**src/rtl/rom_sample_sequencer_if.sv**
```systemverilog
// rom_sample_sequencer_if: control, config, ROM and sample-stream signals of the sequencer
interface rom_sample_sequencer_if #(
  parameter int ADDR_W = 10,
  parameter int DATA_W = 12,
  parameter int DIV_W  = 16
);
  logic              start;
  logic              stop;
  logic              hold;
  logic [DIV_W-1:0]  cfg_div;
  logic [ADDR_W-1:0] cfg_len;
  logic              cfg_loop;
  logic [ADDR_W-1:0] rom_addr;
  logic [DATA_W-1:0] rom_data;
  logic [DATA_W-1:0] sample;
  logic              sample_valid;
  logic              busy;
  logic              done;
  modport master (
    output start, stop, hold, cfg_div, cfg_len, cfg_loop, rom_data,
    input  rom_addr, sample, sample_valid, busy, done
  );
  modport slave (
    input  start, stop, hold, cfg_div, cfg_len, cfg_loop, rom_data,
    output rom_addr, sample, sample_valid, busy, done
  );
endinterface

```
**src/rtl/rom_sample_sequencer.sv**
```systemverilog
// rom_sample_sequencer: paces ROM reads and turns ROM output into a strobed sample stream
module rom_sample_sequencer #(
  parameter int ADDR_W = 10,
  parameter int DATA_W = 12,
  parameter int RD_LAT = 2,
  parameter int DIV_W  = 16
) (
  input logic sys_clk,
  input logic sys_rst,
  rom_sample_sequencer_if.slave bus
);
  typedef enum logic [1:0] {IDLE, RUN, DRAIN} state_t;
  state_t            state;
  logic [DIV_W-1:0]  div, div_l;
  logic [ADDR_W-1:0] len_l, addr;
  logic              loop_l;
  logic [RD_LAT-1:0] pipe;
  logic [DATA_W-1:0] smp;
  logic              valid, busy, done;
  logic              tick, issue, last;
  assign tick  = state == RUN && !bus.hold && div == div_l;
  assign issue = tick && !bus.stop;
  assign last  = addr == len_l;
  assign bus.rom_addr     = addr;
  assign bus.sample       = smp;
  assign bus.sample_valid = valid;
  assign bus.busy         = busy;
  assign bus.done         = done;
  // pipe tracks outstanding reads so rom_data is captured exactly RD_LAT clocks after issue
  always_ff @(posedge sys_clk or posedge sys_rst) begin
    if (sys_rst) begin
      state  <= IDLE;
      div    <= '0;
      div_l  <= '0;
      len_l  <= '0;
      loop_l <= 1'b0;
      addr   <= '0;
      pipe   <= '0;
      smp    <= '0;
      valid  <= 1'b0;
      busy   <= 1'b0;
      done   <= 1'b0;
    end else begin
      pipe  <= RD_LAT'({pipe, issue});
      valid <= pipe[RD_LAT-1];
      if (pipe[RD_LAT-1]) smp <= bus.rom_data;
      done  <= 1'b0;
      case (state)
        IDLE: if (bus.start) begin
          div_l  <= bus.cfg_div;
          len_l  <= bus.cfg_len;
          loop_l <= bus.cfg_loop;
          div    <= '0;
          addr   <= '0;
          busy   <= 1'b1;
          state  <= RUN;
        end
        RUN: if (bus.stop) state <= DRAIN;
        else if (!bus.hold) begin
          div <= tick ? '0 : div + 1'b1;
          if (tick) begin
            addr <= !last ? addr + 1'b1 : loop_l ? '0 : addr;
            if (last && !loop_l) state <= DRAIN;
          end
        end
        DRAIN: if (pipe == '0) begin
          state <= IDLE;
          busy  <= 1'b0;
          done  <= 1'b1;
        end
        default: state <= IDLE;
      endcase
    end
  end
endmodule

```
**src/flat_wrapper.sv**
```systemverilog
// flat-port wrapper written by rule: the top's interface ports become plain ports
module rom_sample_sequencer_flat 
#(
  parameter int ADDR_W = 10,
  parameter int DATA_W = 12,
  parameter int RD_LAT = 2,
  parameter int DIV_W  = 16
)
  (sys_clk, sys_rst, bus_start, bus_stop, bus_hold, bus_cfg_div, bus_cfg_len, bus_cfg_loop, bus_rom_data, bus_rom_addr, bus_sample, bus_sample_valid, bus_busy, bus_done);
  rom_sample_sequencer_if #(.ADDR_W(ADDR_W), .DATA_W(DATA_W), .DIV_W(DIV_W)) bus_i ();
  input logic sys_clk;
  input logic sys_rst;
  input wire logic [$bits(bus_i.start)-1:0] bus_start;
  input wire logic [$bits(bus_i.stop)-1:0] bus_stop;
  input wire logic [$bits(bus_i.hold)-1:0] bus_hold;
  input wire logic [$bits(bus_i.cfg_div)-1:0] bus_cfg_div;
  input wire logic [$bits(bus_i.cfg_len)-1:0] bus_cfg_len;
  input wire logic [$bits(bus_i.cfg_loop)-1:0] bus_cfg_loop;
  input wire logic [$bits(bus_i.rom_data)-1:0] bus_rom_data;
  output wire logic [$bits(bus_i.rom_addr)-1:0] bus_rom_addr;
  output wire logic [$bits(bus_i.sample)-1:0] bus_sample;
  output wire logic [$bits(bus_i.sample_valid)-1:0] bus_sample_valid;
  output wire logic [$bits(bus_i.busy)-1:0] bus_busy;
  output wire logic [$bits(bus_i.done)-1:0] bus_done;
  assign bus_i.start = bus_start;
  assign bus_i.stop = bus_stop;
  assign bus_i.hold = bus_hold;
  assign bus_i.cfg_div = bus_cfg_div;
  assign bus_i.cfg_len = bus_cfg_len;
  assign bus_i.cfg_loop = bus_cfg_loop;
  assign bus_i.rom_data = bus_rom_data;
  assign bus_rom_addr = bus_i.rom_addr;
  assign bus_sample = bus_i.sample;
  assign bus_sample_valid = bus_i.sample_valid;
  assign bus_busy = bus_i.busy;
  assign bus_done = bus_i.done;
  rom_sample_sequencer #(.ADDR_W(ADDR_W), .DATA_W(DATA_W), .RD_LAT(RD_LAT), .DIV_W(DIV_W)) u_core (.sys_clk(sys_clk), .sys_rst(sys_rst), .bus(bus_i));
endmodule
```
**config.mk**
```make
export PLATFORM = sky130hd
export DESIGN_NAME = rom_sample_sequencer_flat
export DESIGN_NICKNAME = d
export VERILOG_FILES = /design/src/rtl/rom_sample_sequencer_if.sv /design/src/rtl/rom_sample_sequencer.sv /design/src/flat_wrapper.sv
export SDC_FILE = /design/constraint.sdc
export NUM_CORES = 1
export LEC_CHECK = 0
export CORE_ASPECT_RATIO = 1.4
export CORE_MARGIN = 2
export CORE_UTILIZATION = 51
export CTS_CLUSTER_DIAMETER = 30
export DETAILED_ROUTE_END_ITERATION = 7
export GPL_ROUTABILITY_DRIVEN = 0
export PLACE_DENSITY = 0.87
export SYNTH_ARGS = -nofsm -noshare
export SYNTH_HDL_FRONTEND = slang
export SYNTH_SLANG_ARGS = --single-unit
```
**constraint.sdc**
```tcl
create_clock -name sys_clk -period 3.07 [get_ports sys_clk]
set_clock_uncertainty 0.05 [all_clocks]
set_input_delay 0.614 -clock sys_clk [delete_from_list [all_inputs] [get_ports sys_clk]]
set_output_delay 0.614 -clock sys_clk [all_outputs]
set_load 0.005 [all_outputs]
```
; ---- Yosys cells after proc, flatten, opt, wreduce, memory -nomap -nowiden
; Cells that the tools add are included.
[op_classes]
n_addsub = 2
eq_ne = 13
n_mux = 24
n_reduce_logical = 16
[op_table]
columns = op, n
row1 = 16-bit two-way mux, 4
row2 = 10-bit two-way mux, 6
row3 = 16-bit case mux with 2 select lines, 1
row4 = 10-bit case mux with 2 select lines, 1
row5 = 16-bit by 1-bit adder with 16-bit output (second input constant), 1
row6 = 16-bit equality test, 1
row7 = 2-bit two-way mux, 6
row8 = 10-bit by 1-bit adder with 10-bit output (second input constant), 1
row9 = 10-bit equality test, 1
row10 = 2-bit != test (second input constant), 3
row11 = 3-bit by 2-bit != test with 1-bit output (second input constant), 2
row12 = 3-bit != test (second input constant), 2
row13 = 2-bit case mux with 3 select lines, 1
row14 = 6-bit AND reduction, 1
row15 = 5-bit AND reduction, 1
row16 = 1-bit logical AND, 4
row17 = 2-bit zero test, 2
row18 = 1-bit two-way mux, 4
row19 = 2-bit by 1-bit != test with 1-bit output (second input constant), 2
row20 = 4-bit AND reduction, 1
row21 = 2-bit nonzero test, 2
row22 = 1-bit zero test, 3
row23 = 3-bit AND reduction, 1
row24 = 2-bit by 1-bit equality test with 1-bit output (second input constant), 1
row25 = 3 further kinds, 3
[totals]
ff_bits = 72
in_bits = 44
out_inout_bits = 25
elab_cells = 66

; ---- Depth between registers and ports, before layout
[logic_depth]
word_depth = 7
mapped_depth = 7

; ---- Worst setup path after synthesis
; OpenSTA, ideal clock, no wires.
[synth_timing]
path_type = input-to-reg
startpoint = input port bus_hold
endpoint = register u_core.addr[3] (netlist: u_core.bus.rom_addr[3])
setup_time_ps = 126
arrival_time_ps = 1875
required_time_ps = 2894
slack_ps = 1019
path_stages = 4
path_buffers = 0
cell_sequence = or3b_4 -> a21oi_2 -> a41oi_4 -> a221o_1
[synth_via]
elab_chain_cells = 5
[synth_rtl]
columns = element, line
row1 = start: declaration, flat_wrapper.sv:15  ; input wire logic [$bits(bus_i.hold)-1:0] bus_hold;
row2 = 1-bit zero test, rom_sample_sequencer.sv:21  ; assign tick = state == RUN && !bus.hold && div == div_l;
row3 = 1-bit logical AND (2 in series), rom_sample_sequencer.sv:21
row4 = 2-bit by 1-bit != test with 1-bit output (no source line), --
row5 = 6-bit AND reduction (no source line) *, --
row6 = end signal: assignment, rom_sample_sequencer.sv:62  ; addr <= !last ? addr + 1'b1 : loop_l ? '0 : addr;
row7 = end: declaration, rom_sample_sequencer.sv:15  ; logic [ADDR_W-1:0] len_l, addr;
; Mark *: on every way between the ends. The rest lies on a longest branch, timed or not.
; A chain may end at the register's enable or synchronous reset.

; ---- Worst setup path in the final report
[layout_timing]
startpoint = input port bus_stop
endpoint = register u_core.addr[4] (netlist: u_core.bus.rom_addr[4])
[layout_via]
elab_chain_cells = 2
[layout_rtl]
columns = element, line
row1 = start: declaration, flat_wrapper.sv:14  ; input wire logic [$bits(bus_i.stop)-1:0] bus_stop;
row2 = 2-bit != test (no source line), --
row3 = 6-bit AND reduction (no source line), --
; No other way between the ends.

==> metrics <==
CP top delay family=compound AO/OA/AOI/OAI gates; CTS clk-pin slew, worst paths=0.08 ns; die width=73.3 um; Metal-1 WL=2670 um; Slew @ Worst Pin=between 0.5 and 0.6 ns; commonest non-fill, non-tap cell in the layout=dfrtp_1; Site Rows=35; NumNets Final=a little under 400; Cell Area, Synth=3430 um2; R2R depth=5; Final min period=~2.4 ns; Routed met2 length=3770 um; Sink Count=72; initial DRC count=104; vias in the first global route=between 2,000 and 2,500; Clock Tree Root=clkbuf_8; Skew-Pair Late Insertion Delay=0.35 ns; # diodes=0; maximum vdd drop=0.421 mV; Yosys cell types=40; DRT Pass-1 Iters=4; post-CTS setup buffers=0; htree depth=3; Synth area leaders=dfrtp_1, mux2_2, xor2_1, nor2_1, a221o_1; FF+latch count, synth=72; routed via count=2,416; Syn Area/Cell=between 10 and 15 um2; WP depth=5; PortBufs=68; layout cells sized above 1=0.202; CP arrival=2.55 ns; critical path's largest stage delay=0.49 ns; dpl cells=414; critical path's slowest cell=clkdlybuf4s50_1; Fmax achieved=0.422 GHz; pwr/cell area=600 nW/um2; Worst setup EP type=flop; io pins=slightly below 70; min-delay src=u_core.pipe[0]; vias per cell=5.62; Post-DP Area=4210 um2; DRC errors left=0; Worst R2R Setup Slack=0.77 ns; Multi-input gate area=1570 um2; Worst setup SP type=primary input; Antenna Nets Post-Route=0; Reg area=approximately 1800 um2; TritonCTS clock tree=built; Die Span Y=101 um; RSZ-0062 raised after global routing=false; Critical Setup Path Class=primary input to flop; FILL cells=between 500 and 600; Final Hold Viols=0; Core ar.=6570 um2; Avg WL per Cell=15.9 um; Non-Filler Instances=430; hold depth=0; Final Cycle Share=0.771; largest net degree at the start of global routing=49; most frequent cells in the layout=dfrtp_1, clkdlybuf4s50_1, mux2_2; critical path fanouts, max=10; first-pass GRT wire length=11,400 um; Mapped Cells=278; Synth top area share=0.525; Clock Tree Buf Depth=2; final wirelength=a little under 7000 um; Leak Pwr=1.98 nW; sequential share of the synthesized area=0.525; total gr overflow=0; worst path cell trace=clkdlybuf4s50_1, or3b_4, a21oi_2, a41oi_4, a221o_1; final core utilization=0.673; total of warnings raised by yosys=0; endpoints failing setup=0; Die ar.=7410 um2; Starting Density=0.522; Max-slew headroom=0.637; DP HPWL=~5000 um; status=finished clean; GRT Util Overall=0.201; R2R Path Start=u_core.div[14]; CTS Buf Count=9; Hold Buf Count CTS=0; Layout area overhead=28.8%; Synth area leader=dfrtp_1; Worst Hold Class=flop to flop; worst path bufs/invs=1; Hold Path End=u_core.pipe[1]; met3 wire length=between 200 and 300 um; r2r endpoint=u_core.bus.rom_addr[4]; syn nets=324; Sum Neg Setup Slack=0 ns; Max Cap Violations=0; initial antenna violation count=0; max layer used=met4; fin area=~4400 um2; Max Slew Vio Count=0; Req. time, crit path=3.25 ns; post_cts resized=0
-- power breakdown --
group | switching, mW | internal, mW
combinational | 0.252 | 0.328
clock | 0.343 | 0.458
sequential | 0.144 | 1.13
total | 0.739 | 1.91
-- layout make-up --
type                       count  share of cell area
multi-input combinational    193               0.355
tap                           74              0.0209
sequential                    72               0.408
clock inverter                 5              0.0184
clock buffer                  11              0.0297
inverter                       4             0.00340
timing repair buffer          71               0.165
-- worst reg2reg max path, cell delays in order, from the launching register on --
cell and delay [ns]:
dfrtp_1 0.42, xor2_1 0.17, nor4_1 0.43, and4_1 0.44, a41oi_4 0.25, a221o_1 0.42
-- per-layer routing --
layer / up-vias / track usage
met5: - / 0
met4: 0 / 0.0783
met3: 7 / 0.0460
met2: 62 / 0.356
met1: 1216 / 0.231
li1: 1131 / -
-- worst max-delay path by stage --
stage                        endpoint  startpoint  slack [ns]
5_1_grt        u_core.bus.rom_addr[6]    bus_stop        0.63
2_1_floorplan         u_core.bus.busy     sys_rst        0.58
4_1_cts        u_core.bus.rom_addr[4]    bus_stop        0.72
6_report       u_core.bus.rom_addr[4]    bus_stop        0.70
3_5_place_dp   u_core.bus.rom_addr[4]    bus_stop        0.34
3_3_place_gp   u_core.bus.rom_addr[6]    bus_stop        0.41
-- registers in the layout, summed over array words and instances, names as in the netlist --
signal	cells
u_core.bus.busy	1
u_core.bus.done	1
u_core.bus.rom_addr	10
u_core.bus.sample	12
u_core.bus.sample_valid	1
u_core.div	16
u_core.div_l	16
u_core.len_l	10
u_core.loop_l	1
u_core.pipe	2
u_core.state	2
-- kinds of logic (layout without fill, tap and decap cells) --
kind of cell    Yosys count  count (layout)  synth area share
simple gates             85              85             0.136
flops                    72              72             0.525
xor+xnor                 41              41             0.105
mux                      41              41             0.135
compound gates           24              24            0.0744
buf+inv                  13              91            0.0179
fa+ha+maj                 2               2           0.00729
-- stage by stage --
stage | hold slack, ns | setup WS (ns) | power (mW)
4_1_cts | 0.378 | 0.718 | 2.68
6_report | 0.378 | 0.702 | 2.65
2_1_floorplan | 0.326 | 0.581 | 1.68
3_3_place_gp | 0.334 | 0.413 | 1.85
3_5_place_dp | 0.340 | 0.342 | 1.88
5_1_grt | 0.386 | 0.627 | 2.79
-- cells in the mapped netlist (all sizes together) --
master and instances:
xor2 38, o22ai 2, ha 2, and2 1, a21oi 2, and3b 1
a41oi 1, and4 4, a31o 1, nor3 6, clkbuf 1, nand4 4
a21o 2, nand4b 1, nand3 10, dfrtp 72, nor2b 1, and4b 2
a221o 6, or3b 1, inv 4, a2111oi 2, or2 2, mux2 41
nor4 6, o21ai 1, and3 6, nor2 26, a311o 1, a22o 4
a31oi 2, nand2b 3, xnor2 3, buf 8, nand2 11
Power figures use the tool's default switching activity.
